===== src/rtl/muldiv_pkg.sv =====
// ============================================================================
// muldiv_pkg : shared op encodings, FSM states and iteration constants
// Rev 1.0
// ============================================================================
`default_nettype none

package muldiv_pkg;
    localparam int ITER  = 32;
    localparam int CNT_W = $clog2(ITER);

    localparam logic [1:0] OP_MULT  = 2'b00;
    localparam logic [1:0] OP_MULTU = 2'b01;
    localparam logic [1:0] OP_DIV   = 2'b10;
    localparam logic [1:0] OP_DIVU  = 2'b11;

    typedef enum logic [1:0] {
        S_IDLE = 2'd0,
        S_CALC = 2'd1,
        S_FIX  = 2'd2
    } state_t;
endpackage

`default_nettype wire


===== src/rtl/muldiv_negate.sv =====
// ============================================================================
// muldiv_negate : 32-bit conditional two's-complement negator
// Rev 1.0
// ============================================================================
`default_nettype none

module muldiv_negate (
    input  logic        en,
    input  logic [31:0] din,
    output logic [31:0] dout
);
    assign dout = en ? (~din + 32'd1) : din;
endmodule

`default_nettype wire


===== src/rtl/muldiv_unit.sv =====
// ============================================================================
// muldiv_unit : iterative 32-cycle multiply/divide unit with HI/LO registers
// Rev 1.0
// ============================================================================
`default_nettype none

module muldiv_unit
    import muldiv_pkg::*;
#(
    parameter int WIDTH = 32
) (
    input  logic             clk,
    input  logic             rst,
    input  logic             start,
    input  logic [1:0]       op,
    input  logic [WIDTH-1:0] a,
    input  logic [WIDTH-1:0] b,
    input  logic             mthi,
    input  logic             mtlo,
    output logic             busy,
    output logic             done,
    output logic             div_zero,
    output logic [WIDTH-1:0] hi,
    output logic [WIDTH-1:0] lo
);
    state_t             r_state, w_next;
    logic [1:0]         r_op;
    logic [WIDTH-1:0]   r_a, r_mb, r_ph, r_pl;
    logic [CNT_W-1:0]   r_cnt;
    logic               r_sa, r_sb;

    logic [WIDTH-1:0]   w_mag_a, w_mag_b, w_neg_hi, w_neg_lo;
    logic [WIDTH:0]     w_sum, w_shift;
    logic [WIDTH-1:0]   w_diff, w_res_hi, w_res_lo;
    logic               w_ge, w_is_div, w_neg_p, w_dz;

    // Operand magnitudes are taken straight from the inputs on the start edge.
    muldiv_negate u_mag_a (.en(~op[0] & a[31]), .din(a), .dout(w_mag_a));
    muldiv_negate u_mag_b (.en(~op[0] & b[31]), .din(b), .dout(w_mag_b));

    assign w_is_div = r_op[1];
    assign w_neg_p  = r_sa ^ r_sb;
    assign w_dz     = w_is_div && (r_mb == '0);

    muldiv_negate u_fix_lo (.en(w_neg_p), .din(r_pl), .dout(w_neg_lo));
    muldiv_negate u_fix_hi (.en(w_is_div ? r_sa : w_neg_p), .din(r_ph), .dout(w_neg_hi));

    assign w_sum   = {1'b0, r_ph} + (r_pl[0] ? {1'b0, r_mb} : '0);
    assign w_shift = {r_ph, r_pl[WIDTH-1]};
    assign w_ge    = w_shift >= {1'b0, r_mb};
    assign w_diff  = w_shift[WIDTH-1:0] - r_mb;

    // 64-bit negate of {hi,lo}: the borrow reaches hi only when lo is zero.
    always_comb begin
        w_res_lo = w_neg_lo;
        w_res_hi = w_neg_hi;
        if (w_dz) begin
            w_res_lo = '1;
            w_res_hi = r_a;
        end else if (!w_is_div && w_neg_p && (r_pl != '0)) begin
            w_res_hi = ~r_ph;
        end
    end

    always_ff @(posedge clk or posedge rst) begin
        if (rst) r_state <= S_IDLE;
        else     r_state <= w_next;
    end

    always_comb begin
        w_next = r_state;
        busy   = (r_state != S_IDLE);
        case (r_state)
            S_IDLE:  if (start) w_next = S_CALC;
            S_CALC:  if (r_cnt == '0) w_next = S_FIX;
            S_FIX:   w_next = S_IDLE;
            default: w_next = S_IDLE;
        endcase
    end

    always_ff @(posedge clk or posedge rst) begin
        if (rst) begin
            r_op     <= '0;
            r_a      <= '0;
            r_mb     <= '0;
            r_ph     <= '0;
            r_pl     <= '0;
            r_cnt    <= '0;
            r_sa     <= 1'b0;
            r_sb     <= 1'b0;
            hi       <= '0;
            lo       <= '0;
            done     <= 1'b0;
            div_zero <= 1'b0;
        end else begin
            done     <= 1'b0;
            div_zero <= 1'b0;
            case (r_state)
                S_IDLE: begin
                    if (start) begin
                        r_op  <= op;
                        r_a   <= a;
                        r_sa  <= ~op[0] & a[31];
                        r_sb  <= ~op[0] & b[31];
                        r_cnt <= CNT_W'(ITER - 1);
                        r_ph  <= '0;
                        // Divide keeps the divisor in r_mb; multiply keeps the multiplicand.
                        r_mb  <= op[1] ? w_mag_b : w_mag_a;
                        r_pl  <= op[1] ? w_mag_a : w_mag_b;
                    end else begin
                        if (mthi) hi <= a;
                        if (mtlo) lo <= a;
                    end
                end
                S_CALC: begin
                    r_cnt <= r_cnt - 1'b1;
                    if (w_is_div) begin
                        r_ph <= w_ge ? w_diff : w_shift[WIDTH-1:0];
                        r_pl <= {r_pl[WIDTH-2:0], w_ge};
                    end else begin
                        r_ph <= w_sum[WIDTH:1];
                        r_pl <= {w_sum[0], r_pl[WIDTH-1:1]};
                    end
                end
                S_FIX: begin
                    hi       <= w_res_hi;
                    lo       <= w_res_lo;
                    done     <= 1'b1;
                    div_zero <= w_dz;
                end
                default: ;
            endcase
        end
    end
endmodule

`default_nettype wire

===== config.mk =====
export PLATFORM = sky130hd
export DESIGN_NAME = muldiv_unit
export DESIGN_NICKNAME = d
export VERILOG_FILES = /design/src/rtl/muldiv_pkg.sv /design/src/rtl/muldiv_negate.sv /design/src/rtl/muldiv_unit.sv
export SDC_FILE = /design/constraint.sdc
export NUM_CORES = 1
export LEC_CHECK = 0
export BUFFER_PORTS_ARGS = -buffer_cell sky130_fd_sc_hd__buf_2
export CORE_AREA = 2 2 124 246
export CTS_CLUSTER_SIZE = 20
export DETAILED_ROUTE_END_ITERATION = 6
export DIE_AREA = 0 0 126 248
export GPL_TIMING_DRIVEN = 0
export PLACE_DENSITY = 0.85
export SLEW_MARGIN = 20
export SYNTH_ARGS = -nofsm -noshare
export SYNTH_HDL_FRONTEND = slang
export SYNTH_HIERARCHICAL = 1
export SYNTH_SLANG_ARGS = --single-unit

===== constraint.sdc =====
create_clock -name clk -period 14.86 [get_ports clk]
set_clock_uncertainty 0.05 [all_clocks]
set_input_delay 2.229 -clock clk [delete_from_list [all_inputs] [get_ports clk]]
set_output_delay 2.229 -clock clk [all_outputs]
set_load 0.01 [all_outputs]

==> summary.md <==
| Metric | Value |
|---|---|
| Pleak | 8.34 nW |
| DRT iter0 DRCs | ~1500 |
| Worst R2R Path Depth | 12 |
| Clock transition at path regs | 0.07 ns |
| Yosys top cell area share | between 20% and 30% |
| Via count | around 18000 |
| Placed Cells incl. Taps | 2611 |
| Finished Cell Area | 19300 sq um |
| Final Net Count | 2412 |
| Ys flop type | dfrtp_1 |
| Synth unique cells | 76 |
| Max Slew Vio Count | 0 |
| Commonest non-fill, non-tap cell in the layout | nand2_1 |
| Die area | 31200 sq um |
| Critical hold path startpoint | r_a[12] |
| Global-route wire length before repair | 107000 um |
| Syn avg cell area | 8.23 sq um |
| Setup Fix Bufs, Post-CTS | 0 |
| Worst-skew pair later-pin latency | 0.55 ns |
| DR WL/cell | 27.2 um |
| Crit-path max FO | 12 |
| Yosys reg bits | 204 |
| Setup violators final | 0 |
| Largest net degree at the start of global routing | 105 |
| DP Area | 18600 sq um |
| Fill cell count | 2632 |
| Critical Path AT | 5.28 ns |
| Post-layout minimum cycle time | between 4 and 5 ns |
| Seq. cell area | approximately 5100 sq um |
| Multi-input gate area | 11500 sq um |
| Hold depth | 2 |
| Vias in the first global route | 17700 |
| Cell count after synthesis | 2110 |
| Core region area | around 30000 sq um |
| IR drop worst, VDD | 233 uV |
| RSZ-0062 raised after global routing | no |
| Max-Cap Viols | 0 |
| Chip height | 248 um |
| CTS tree | yes |
| Fmax | between 200 and 250 MHz |
| EDFF count, synth | 0 |
| Final Power | 0.00535 W |
| Hold Fails Final Rpt | 0 |
| Grt ovf | 0 |
| Antenna-violating nets left | 0 |
| Initial Utilization | 59.1% |
| YS warnings | 6 |
| Reg2reg start | r_pl[0] |
| Final Non-Filler Cells | 2647 |
| Post-synthesis async set-or-reset flop share | 100% |
| CP Capture Type | flop |
| Row count | 89 |
| CTS resizes | 0 |
| Cts bufs inserted | 20 |
| Share of layout cells above drive strength 1 | 11.1% |
| PD cells | 277 nW/um^2 |
| Num Clock Sinks | 204 |
| Normalized max-slew margin | approximately 25% |
| HPWL Detailed | 56600 um |
| Cell taking the most area after synthesis | dfrtp_1 |
| DRT Pass-1 Iters | 7 |
| Post-Syn Nets | between 2000 and 2500 |
| Clock Tree Buf Depth | 3 |
| Number of diodes | 0 |
| Top Ports | between 100 and 150 |
| Seq/Total Area, Yosys | 29.4% |
| Antenna violations before repair | 0 |
| Setup_tns | 0 ns |
| Setup CP Type | reg -> reg |
| GRT Resource Usage Total | 45.2% |
| Post-Syn Area | 17400 sq um |
| Residual DRC | 0 |
| Die X | between 100 and 150 um |
| CTS HTree Levels | 1 |
| Commonest non-fill, non-tap cells in the layout | nand2_1, dfrtp_1, o21ai_0, xnor2_1, buf_2 |
| Post-DR vias/cell | 6.74 |
| Area Overhead vs Synth | 10.9% |
| Clock Tree Root | clkbuf_16 |
| Critical path origin | r_pl[0] |
| Status | finished, final reports clean |
| Measured slew at the worst slew-check pin | 1.12 ns |
| Hold_buf cts | 0 |
| Tcrit/Tclk final | 33.1% |
| Required time of the critical path | approximately 15 ns |
| Largest cells by area after synthesis | dfrtp_1, nand2_1, xnor2_1 |
| Detailed-route wire length | 72000 um |
| Type of origin of the critical path | flop |
| GPL Wtd Cong | 1.07 |
| Final Core Density | 65.5% |
| HP Class | reg -> reg |
| I/O Buffers | 136 |
-- metal layers --
metal  share of wire (%)  global-route usage (%)
met5                   0                       0
met1                  31                    42.9
met3                 6.3                    7.74
met4                  13                    46.6
met2                  49                    79.2
-- area by class of cell --
cell class	instances	share of cell area (%)
tap	364	2.36
sequential	204	26.5
clock inverter	9	0.721
multi-input combinational	1714	59.7
inverter	58	1.17
clock buffer	27	2.99
buffer	134	2.87
timing repair buffer	137	3.68
-- Yosys cell counts, drive strengths merged (7+ instances only) --
| library cell | instances |
|---|---|
| inv | 58 |
| o31ai | 67 |
| a21oi | 73 |
| o41ai | 37 |
| o21ai | 159 |
| a31oi | 46 |
| nand4 | 23 |
| nand3 | 32 |
| ha | 70 |
| nand2 | 357 |
| nor2 | 120 |
| xor2 | 29 |
| mux2 | 8 |
| dfrtp | 204 |
| and2 | 35 |
| nand2b | 19 |
| nor3 | 58 |
| xnor2 | 146 |
| or2 | 7 |
| clkbuf | 106 |
| nor4 | 41 |
| or2b | 8 |
| mux2i | 117 |
| buf | 28 |
| nor2b | 13 |
| and3 | 11 |
| a22oi | 7 |
| o211ai | 101 |
| a211oi | 14 |
| a21o | 37 |
-- worst max-delay path: stages, from the launching register on --
cell      delay (ns)
dfrtp_1         0.69
clkbuf_1        0.50
nand2_1         0.19
fa_1            0.45
nor2b_1         0.24
o31a_1          0.26
o21ai_1         0.19
a211oi_1        0.85
nor2_1          0.32
o41ai_1         0.48
xor2_1          0.12
a222oi_1        0.34
o31ai_1         0.13
-- registers in the layout, summed over array words and instances, names as in the netlist --
name      flops
r_state       2
r_pl         32
hi           32
r_ph         32
done          1
r_sa          1
div_zero      1
r_a          32
r_mb         32
r_sb          1
r_cnt         5
r_op          1
lo           32
-- metrics by stage --
stage	hold slack [ns]	setup WS, ns
2_1_floorplan	0.396	7.01
5_1_grt	0.446	9.78
6_report	0.429	9.94
3_5_place_dp	0.414	10.20
4_1_cts	0.430	10.22
3_3_place_gp	0.408	4.81
-- final timing paths --
check | to | slack, ns
max in group asynchronous | r_ph[19] | 11.94
min in group asynchronous | r_a[16] | 1.77
max reg2reg | r_ph[27] | 9.94
max | r_ph[27] | 9.94
min reg2reg | r_a[12] | 0.43
min | r_a[12] | 0.43
-- cell families (layout without fill, tap and decap cells) --
family,count (synthesis),count (layout),synth area share (%)
XOR/XNOR,175,175,8.82
flip-flops,204,204,29.4
AO/OA/AOI/OAI,595,595,23.6
buffers and inverters,192,365,4.44
AND/OR/NAND/NOR,747,747,21.2
multiplexers,125,125,7.26
adder cells (fa/ha/maj),72,72,5.27
-- power breakdown --
| part | leakage [nW] | switching (W) | internal, W |
|---|---|---|---|
| Sequential | 2.50 | 0.000475 | 0.000831 |
| Clock | 0.355 | 0.000249 | 0.000328 |
| Combinational | 5.48 | 0.00213 | 0.00133 |
Power figures use the tool's default switching activity.
